===== src/rtl/tracer_stream.sv =====
// tracer_stream: DDA raycasting column tracer. Emits one height/side/wall record
// per screen column over a valid/ready stream, with clear records outside the traced span.
module tracer_stream #(
    parameter int COLS        = 640,
    parameter int TRACE_START = 64,
    parameter int INC_SHIFT   = 8,
    parameter int MAP_BITS    = 4,
    parameter int MAX_STEPS   = 32,
    parameter int HEIGHT_MAX  = 240,
    parameter int HEIGHT_BITS = 8
) (
    input  logic                     clk,
    input  logic                     reset,
    input  logic                     start,
    input  logic signed [15:0]       playerX,
    input  logic signed [15:0]       playerY,
    input  logic signed [15:0]       facingX,
    input  logic signed [15:0]       facingY,
    input  logic signed [15:0]       vplaneX,
    input  logic signed [15:0]       vplaneY,
    output logic [MAP_BITS-1:0]      map_col,
    output logic [MAP_BITS-1:0]      map_row,
    input  logic [1:0]               map_val,
    output logic                     out_valid,
    input  logic                     out_ready,
    output logic [$clog2(COLS)-1:0]  out_column,
    output logic                     out_side,
    output logic [HEIGHT_BITS-1:0]   out_height,
    output logic [1:0]               out_wall,
    output logic                     busy,
    output logic                     frame_done
);

    localparam int CW          = $clog2(COLS);
    localparam int SW          = $clog2(MAX_STEPS + 1);
    localparam int LAST_TRACED = TRACE_START + (2 << INC_SHIFT) - 1;
    localparam logic [MAP_BITS-1:0] MAP_MAX = {MAP_BITS{1'b1}};
    localparam logic [MAP_BITS-1:0] MAP_MIN = {MAP_BITS{1'b0}};

    typedef enum logic [2:0] {IDLE, LCLEAR, INIT, STEP, CHECK, EMIT, RCLEAR, DONE} state_t;

    // Magnitude of a signed Q6.10 value, widened so -32768 is representable.
    function automatic logic [16:0] absVal(input logic signed [15:0] v);
        absVal = v[15] ? (17'd0 - {v[15], v}) : {1'b0, v};
    endfunction

    // |1/x| in Q6.10; bit 16 flags saturation (zero or too small a divisor).
    function automatic logic [16:0] recipAbs(input logic [16:0] mag);
        logic [31:0] q;
        q = 32'd0;
        if (mag == 17'd0) begin
            recipAbs = {1'b1, 16'h7FFF};
        end else begin
            q = 32'h0010_0000 / {15'd0, mag};
            if (q > 32'd32767) begin
                recipAbs = {1'b1, 16'h7FFF};
            end else begin
                recipAbs = {1'b0, q[15:0]};
            end
        end
    endfunction

    function automatic logic [10:0] partialOf(input logic [9:0] frac, input logic signed [15:0] dir);
        partialOf = (dir > 16'sd0) ? (11'd1024 - {1'b0, frac}) : {1'b0, frac};
    endfunction

    function automatic logic [15:0] trackStart(input logic [15:0] step, input logic [10:0] part);
        logic [31:0] prod;
        prod = {16'd0, step} * {21'd0, part};
        trackStart = prod[25:10];
    endfunction

    function automatic logic [15:0] satAdd(input logic [15:0] a, input logic [15:0] b);
        logic [16:0] s;
        s = {1'b0, a} + {1'b0, b};
        satAdd = s[16] ? 16'hFFFF : s[15:0];
    endfunction

    state_t                   state_r;
    logic [CW-1:0]            col_r;
    logic signed [15:0]       posX_r, posY_r;
    logic signed [15:0]       rayDirX_r, rayDirY_r, rayIncX_r, rayIncY_r;
    logic [MAP_BITS-1:0]      mapX_r, mapY_r;
    logic [15:0]              stepX_r, stepY_r, trackX_r, trackY_r;
    logic                     stopX_r, stopY_r, side_r, hit_r;
    logic [SW-1:0]            stepCnt_r;
    logic [1:0]               wall_r;
    logic                     outValid_r, outSide_r, busy_r, frameDone_r;
    logic [CW-1:0]            outColumn_r;
    logic [HEIGHT_BITS-1:0]   outHeight_r;
    logic [1:0]               outWall_r;

    logic [16:0]              recipX_s, recipY_s, scale_s;
    logic                     posDirX_s, posDirY_s, chooseX_s, leave_s;
    logic [15:0]              dist_s;
    logic [31:0]              heightProd_s;
    logic [HEIGHT_BITS-1:0]   height_s;
    logic                     unusedPosBits_s;

    assign map_col    = mapX_r;
    assign map_row    = mapY_r;
    assign out_valid  = outValid_r;
    assign out_column = outColumn_r;
    assign out_side   = outSide_r;
    assign out_height = outHeight_r;
    assign out_wall   = outWall_r;
    assign busy       = busy_r;
    assign frame_done = frameDone_r;
    assign unusedPosBits_s = ^{posX_r[15:MAP_BITS+10], posY_r[15:MAP_BITS+10]};

    // Step reciprocals, DDA step choice, edge detection and wall height.
    always_comb begin
        recipX_s  = recipAbs(absVal(rayDirX_r));
        recipY_s  = recipAbs(absVal(rayDirY_r));
        posDirX_s = (rayDirX_r > 16'sd0);
        posDirY_s = (rayDirY_r > 16'sd0);
        chooseX_s = stopY_r || (!stopX_r && (trackX_r < trackY_r));
        if (chooseX_s) begin
            leave_s = posDirX_s ? (mapX_r == MAP_MAX) : (mapX_r == MAP_MIN);
        end else begin
            leave_s = posDirY_s ? (mapY_r == MAP_MAX) : (mapY_r == MAP_MIN);
        end
        dist_s       = side_r ? (trackY_r - stepY_r) : (trackX_r - stepX_r);
        scale_s      = recipAbs({1'b0, dist_s});
        heightProd_s = 32'(HEIGHT_MAX) * {16'd0, scale_s[15:0]};
        if (scale_s[16] || (scale_s[15:0] > 16'd1024)) begin
            height_s = HEIGHT_BITS'(HEIGHT_MAX);
        end else if (heightProd_s[31:10] == 22'd0) begin
            height_s = HEIGHT_BITS'(1);
        end else begin
            height_s = heightProd_s[10 +: HEIGHT_BITS];
        end
    end

    // Frame sequencer: clears, per-column DDA walk and stream handshakes.
    always_ff @(posedge clk) begin
        if (reset) begin
            state_r     <= IDLE;
            col_r       <= {CW{1'b0}};
            posX_r      <= 16'sd0;
            posY_r      <= 16'sd0;
            rayDirX_r   <= 16'sd0;
            rayDirY_r   <= 16'sd0;
            rayIncX_r   <= 16'sd0;
            rayIncY_r   <= 16'sd0;
            mapX_r      <= MAP_MIN;
            mapY_r      <= MAP_MIN;
            stepX_r     <= 16'd0;
            stepY_r     <= 16'd0;
            trackX_r    <= 16'd0;
            trackY_r    <= 16'd0;
            stopX_r     <= 1'b0;
            stopY_r     <= 1'b0;
            side_r      <= 1'b0;
            hit_r       <= 1'b0;
            stepCnt_r   <= {SW{1'b0}};
            wall_r      <= 2'd0;
            outValid_r  <= 1'b0;
            outColumn_r <= {CW{1'b0}};
            outSide_r   <= 1'b0;
            outHeight_r <= {HEIGHT_BITS{1'b0}};
            outWall_r   <= 2'd0;
            busy_r      <= 1'b0;
            frameDone_r <= 1'b0;
        end else begin
            frameDone_r <= 1'b0;
            case (state_r)
                IDLE: begin
                    if (start) begin
                        posX_r    <= playerX;
                        posY_r    <= playerY;
                        rayDirX_r <= facingX - vplaneX;
                        rayDirY_r <= facingY - vplaneY;
                        rayIncX_r <= vplaneX >>> INC_SHIFT;
                        rayIncY_r <= vplaneY >>> INC_SHIFT;
                        col_r     <= {CW{1'b0}};
                        busy_r    <= 1'b1;
                        state_r   <= (TRACE_START > 0) ? LCLEAR : INIT;
                    end
                end
                LCLEAR, RCLEAR: begin
                    if (!outValid_r) begin
                        outValid_r  <= 1'b1;
                        outColumn_r <= col_r;
                        outSide_r   <= 1'b0;
                        outHeight_r <= {HEIGHT_BITS{1'b0}};
                        outWall_r   <= 2'd0;
                    end else if (out_ready) begin
                        if ((state_r == LCLEAR) && (col_r == CW'(TRACE_START - 1))) begin
                            outValid_r <= 1'b0;
                            col_r      <= col_r + CW'(1);
                            state_r    <= INIT;
                        end else if ((state_r == RCLEAR) && (col_r == CW'(COLS - 1))) begin
                            outValid_r  <= 1'b0;
                            frameDone_r <= 1'b1;
                            busy_r      <= 1'b0;
                            state_r     <= DONE;
                        end else begin
                            col_r       <= col_r + CW'(1);
                            outColumn_r <= col_r + CW'(1);
                        end
                    end
                end
                INIT: begin
                    mapX_r    <= posX_r[10 +: MAP_BITS];
                    mapY_r    <= posY_r[10 +: MAP_BITS];
                    stepX_r   <= recipX_s[15:0];
                    stepY_r   <= recipY_s[15:0];
                    stopX_r   <= recipX_s[16] | recipX_s[14];
                    stopY_r   <= recipY_s[16] | recipY_s[14];
                    trackX_r  <= trackStart(recipX_s[15:0], partialOf(posX_r[9:0], rayDirX_r));
                    trackY_r  <= trackStart(recipY_s[15:0], partialOf(posY_r[9:0], rayDirY_r));
                    stepCnt_r <= {SW{1'b0}};
                    side_r    <= 1'b0;
                    hit_r     <= 1'b0;
                    state_r   <= STEP;
                end
                STEP: begin
                    // Leaving the map or running out of steps ends the ray as a miss.
                    if (leave_s || (stepCnt_r == SW'(MAX_STEPS))) begin
                        hit_r   <= 1'b0;
                        state_r <= EMIT;
                    end else begin
                        stepCnt_r <= stepCnt_r + SW'(1);
                        if (chooseX_s) begin
                            mapX_r   <= posDirX_s ? (mapX_r + MAP_BITS'(1)) : (mapX_r - MAP_BITS'(1));
                            trackX_r <= satAdd(trackX_r, stepX_r);
                            side_r   <= 1'b0;
                        end else begin
                            mapY_r   <= posDirY_s ? (mapY_r + MAP_BITS'(1)) : (mapY_r - MAP_BITS'(1));
                            trackY_r <= satAdd(trackY_r, stepY_r);
                            side_r   <= 1'b1;
                        end
                        state_r <= CHECK;
                    end
                end
                CHECK: begin
                    if (map_val != 2'd0) begin
                        hit_r   <= 1'b1;
                        wall_r  <= map_val;
                        state_r <= EMIT;
                    end else begin
                        state_r <= STEP;
                    end
                end
                EMIT: begin
                    if (!outValid_r) begin
                        outValid_r  <= 1'b1;
                        outColumn_r <= col_r;
                        outSide_r   <= side_r;
                        outHeight_r <= hit_r ? height_s : {HEIGHT_BITS{1'b0}};
                        outWall_r   <= hit_r ? wall_r : 2'd0;
                    end else if (out_ready) begin
                        outValid_r <= 1'b0;
                        if (col_r == CW'(LAST_TRACED)) begin
                            if (col_r == CW'(COLS - 1)) begin
                                frameDone_r <= 1'b1;
                                busy_r      <= 1'b0;
                                state_r     <= DONE;
                            end else begin
                                col_r   <= col_r + CW'(1);
                                state_r <= RCLEAR;
                            end
                        end else begin
                            col_r     <= col_r + CW'(1);
                            rayDirX_r <= rayDirX_r + rayIncX_r;
                            rayDirY_r <= rayDirY_r + rayIncY_r;
                            state_r   <= INIT;
                        end
                    end
                end
                DONE: begin
                    state_r <= IDLE;
                end
                default: begin
                    state_r <= IDLE;
                end
            endcase
        end
    end

endmodule


===== config.mk =====
export PLATFORM = sky130hd
export DESIGN_NAME = tracer_stream
export DESIGN_NICKNAME = d
export VERILOG_FILES = /design/src/rtl/tracer_stream.sv
export SDC_FILE = /design/constraint.sdc
export NUM_CORES = 2
export LEC_CHECK = 0
export BUFFER_PORTS_ARGS = -buffer_cell sky130_fd_sc_hd__buf_2
export CORE_AREA = 2 2 316 553
export DETAILED_ROUTE_END_ITERATION = 16
export DIE_AREA = 0 0 318 555
export GPL_ROUTABILITY_DRIVEN = 1
export HOLD_SLACK_MARGIN = 0.15
export PLACE_DENSITY_LB_ADDON = 0.05
export SYNTH_ARGS = -nofsm -noshare
export SYNTH_HDL_FRONTEND = slang
export SYNTH_SLANG_ARGS = --single-unit

===== constraint.sdc =====
create_clock -name clk -period 102.1 [get_ports clk]
set_input_delay 20.42 -clock clk [delete_from_list [all_inputs] [get_ports clk]]
set_output_delay 20.42 -clock clk [all_outputs]
set_load 0.01 [all_outputs]

==> results.md <==
- Run status: complete, but fails checks
- Failing checks: capacitance limit, slew limit
- Fillers: approximately 16000
- Period Utilization, post-route: 0.941
- Worst-Skew Late Latency: ~0.56 ns
- Final setup violation count: 0
- Row cnt: 202
- Global placement routability congestion: 1.04
- Initial drt markers: between 8000 and 9000
- CTS buffer count: 25
- Hold/Removal Path Class: register to register
- Core Footprint: between 150000 and 200000 sq um
- Initial Utilization: 0.607
- Slowest cell on the critical path: a221oi_1
- Pre-antenna DRT Iters: 9
- Worst EP required: ~100 ns
- Full die area: 176000 sq um
- DR DRC count: 0
- Clk root buf: clkbuf_16
- CTS tree: built
- Dpl ws: about 0.062 ns
- Via count: around 120k
- Commonest non-fill, non-tap cells in the layout: nor2_1 (1570), nand2_1 (1545), ha_1 (1410)
- CP Buf/Inv Count: 30
- WL/cell: 21.5 um
- Die width: 318 um
- Clk buf depth: 3
- CP Max Fanout: 39
- Synth Warn #: 0
- Most frequent CP cell: o21ai_0
- PortBufs: approximately 130
- Crit path launch type: register
- Number of synthesized flops with an enable pin: 0
- Kind of end point of the critical path: register
- Layout Nets: between 15000 and 20000
- Most common cell after layout, fill and taps aside: nor2_1
- CTS H-tree lvls: 4
- First-pass GRT wire length: 598000 um
- Hold_ws: between 0.4 and 0.5 ns
- Routed WL: 382000 um
- Data arrival time of the critical path: 96.56 ns
- Syn Inst Count: 15000
- CTS Hold Bufs: 0
- Layout cell share with drive strength beyond 1: 0.122
- Io pins: 134
- Total GRT Usage: 0.412
- Synth cell types: 176
- Worst-Margin Slew: 1.52 ns
- Avg Synthesized Cell Area: around 7 sq um
- Die H: about 560 um
- Max Slew Vio Count: 3
- Total congestion overflow: 0
- CP max stage delay: 0.90 ns
- Detail Route Antenna Nets: 0
- Initial antenna violation count: 9
- Sequential share of the synthesized area: 0.0378
- Clk slew on worst S/H paths: about 0.090 ns
- Vias per std cell: roughly 6.7
- CTS Sinks: just under 200
- Synth Register Bits: 197
- Async SR Flop Fraction: 0
- P&R area growth vs syn: 9.61%
- Setup Crit Path Kind: register to register
- Vias in the first global route: 118000
- Dpl hpwl: 302000 um
- Pin count of the biggest net entering global routing: 84
- Final hold vios: 0
- Setup ws final: about 6 ns
- Period minus WS final: 96.12 ns
- Fmax: around 0.010 GHz
- CP delay by family, top: compound AO/OA/AOI/OAI gates
- Post-Syn Area: around 100000 sq um
- Slew HR: -0.0213
- Prevailing post-synth register cell: dfxtp_1
- Max-cap violations: 1
- Clock Skews: 0.0334 ns
cell usage after synthesis (33+ instances only):
cell	n	area, sq um
a211o_1	54	473
a211oi_1	221	1660
a21boi_0	123	923
a21o_1	485	3640
a21oi_1	1099	5500
a221oi_1	39	342
a22oi_1	37	278
a311oi_1	38	333
a31oi_1	149	932
and2_1	247	1550
and3_1	140	876
and4_1	44	385
buf_1	54	203
clkbuf_1	338	1270
dfxtp_1	197	3940
fa_1	284	5690
ha_1	1413	17700
inv_1	904	3390
mux2_2	256	2880
mux2i_1	123	1230
nand2_1	1553	5830
nand2b_1	311	1950
nand3_1	297	1490
nand3b_1	34	255
nand4_1	182	1140
nor2_1	1598	6000
nor2b_1	160	1000
nor3_1	430	2150
nor3b_1	48	360
nor4_1	114	713
o2111ai_1	33	289
o211a_1	43	430
o211ai_1	144	1080
o21a_1	265	1990
o21ai_0	991	4960
o21bai_1	83	623
o22ai_1	41	257
o31a_1	51	447
o31ai_1	327	2450
or2_2	95	594
or3_1	141	882
or4_1	34	255
xnor2_1	588	5150
xor2_1	287	2510
registers in the layout, summed over array words and instances (netlist names), 3 cells and up:
register / flops
col_r: 10
map_col: 4
map_row: 4
out_column: 10
out_height: 8
posX_r: 14
posY_r: 14
rayDirX_r: 16
rayDirY_r: 16
rayIncX_r: 8
rayIncY_r: 8
state_r: 3
stepCnt_r: 6
stepX_r: 16
stepY_r: 16
trackX_r: 16
trackY_r: 16
timing repair:
item / CTS / global route
cloned: 0 / 3
endpoints found under the hold margin: 0 / 0
gates resized for setup: 4 / 327
setup endpoints to repair: 21 / 44
buffers inserted: 0 / 77
pin swaps: 0 / 52
tightest hold or removal path: cells and delay by family (launching register included):
kind            cells  cell delay (ns)
simple gates        1             0.05
compound gates      1             0.05
flops               1             0.31
layout make-up:
cell class | count | area, sq um | share of cell area
timing repair buffer | 930 | 6760 | 0.0590
tap | 2244 | 2810 | 0.0245
clock inverter | 5 | 33.8 | 0.000295
clock buffer | 28 | 637 | 0.00556
multi-input combinational | 13400 | 96900 | 0.846
antenna | 7 | 17.5 | 0.000153
inverter | 907 | 3400 | 0.0297
sequential | 197 | 3960 | 0.0346
path summary, 6_finish.rpt:
path                 start            end  slack, ns  cells after the start
min          out_height[6]  out_height[6]       0.45                      2
min reg2reg  out_height[6]  out_height[6]       0.45                      2
max           rayDirY_r[0]   trackY_r[13]       5.98                    445
max reg2reg   rayDirY_r[0]   trackY_r[13]       5.98                    445
kinds of logic (layout without fill, tap and decap cells):
logic type / after synthesis / after routing / share of synthesized area
buffers and inverters: 1402 / 1870 / 0.0555
muxes: 385 / 385 / 0.0402
adders and majority gates: 1697 / 1697 / 0.224
other: 2 / 67 / 0.0000719
xor gates and xnor gates: 877 / 877 / 0.0737
DFF: 197 / 197 / 0.0378
AOI/OAI and AO/OA: 4763 / 4764 / 0.305
and+or+nand+nor: 5653 / 5655 / 0.264
routing by layer:
layer | global-route usage | vias to the layer above | wire length, um
met5 | 0 | - | 9
met1 | 0.395 | 55900 | 131000
met3 | 0.0665 | 2195 | 23600
li1 | - | 55900 | -
met2 | 0.747 | 4799 | 186000
met4 | 0.389 | 2 | 41400
per-stage QoR:
stage | std cells | util | cell area [sq um] | TNS (ns)
after floorplan | 15000 | - | 105000 | 0
after global placement | 17600 | 0.649 | 112000 | 0
after detailed placement | 17600 | 0.649 | 112000 | 0
after CTS | 17700 | 0.653 | 112000 | 0
after global routing | 17800 | 0.665 | 114000 | -6.45
final | 17800 | 0.665 | 114000 | 0
Power is not shown: default switching activity piles up to over one toggle a cycle in this logic, so the estimate is an artifact.
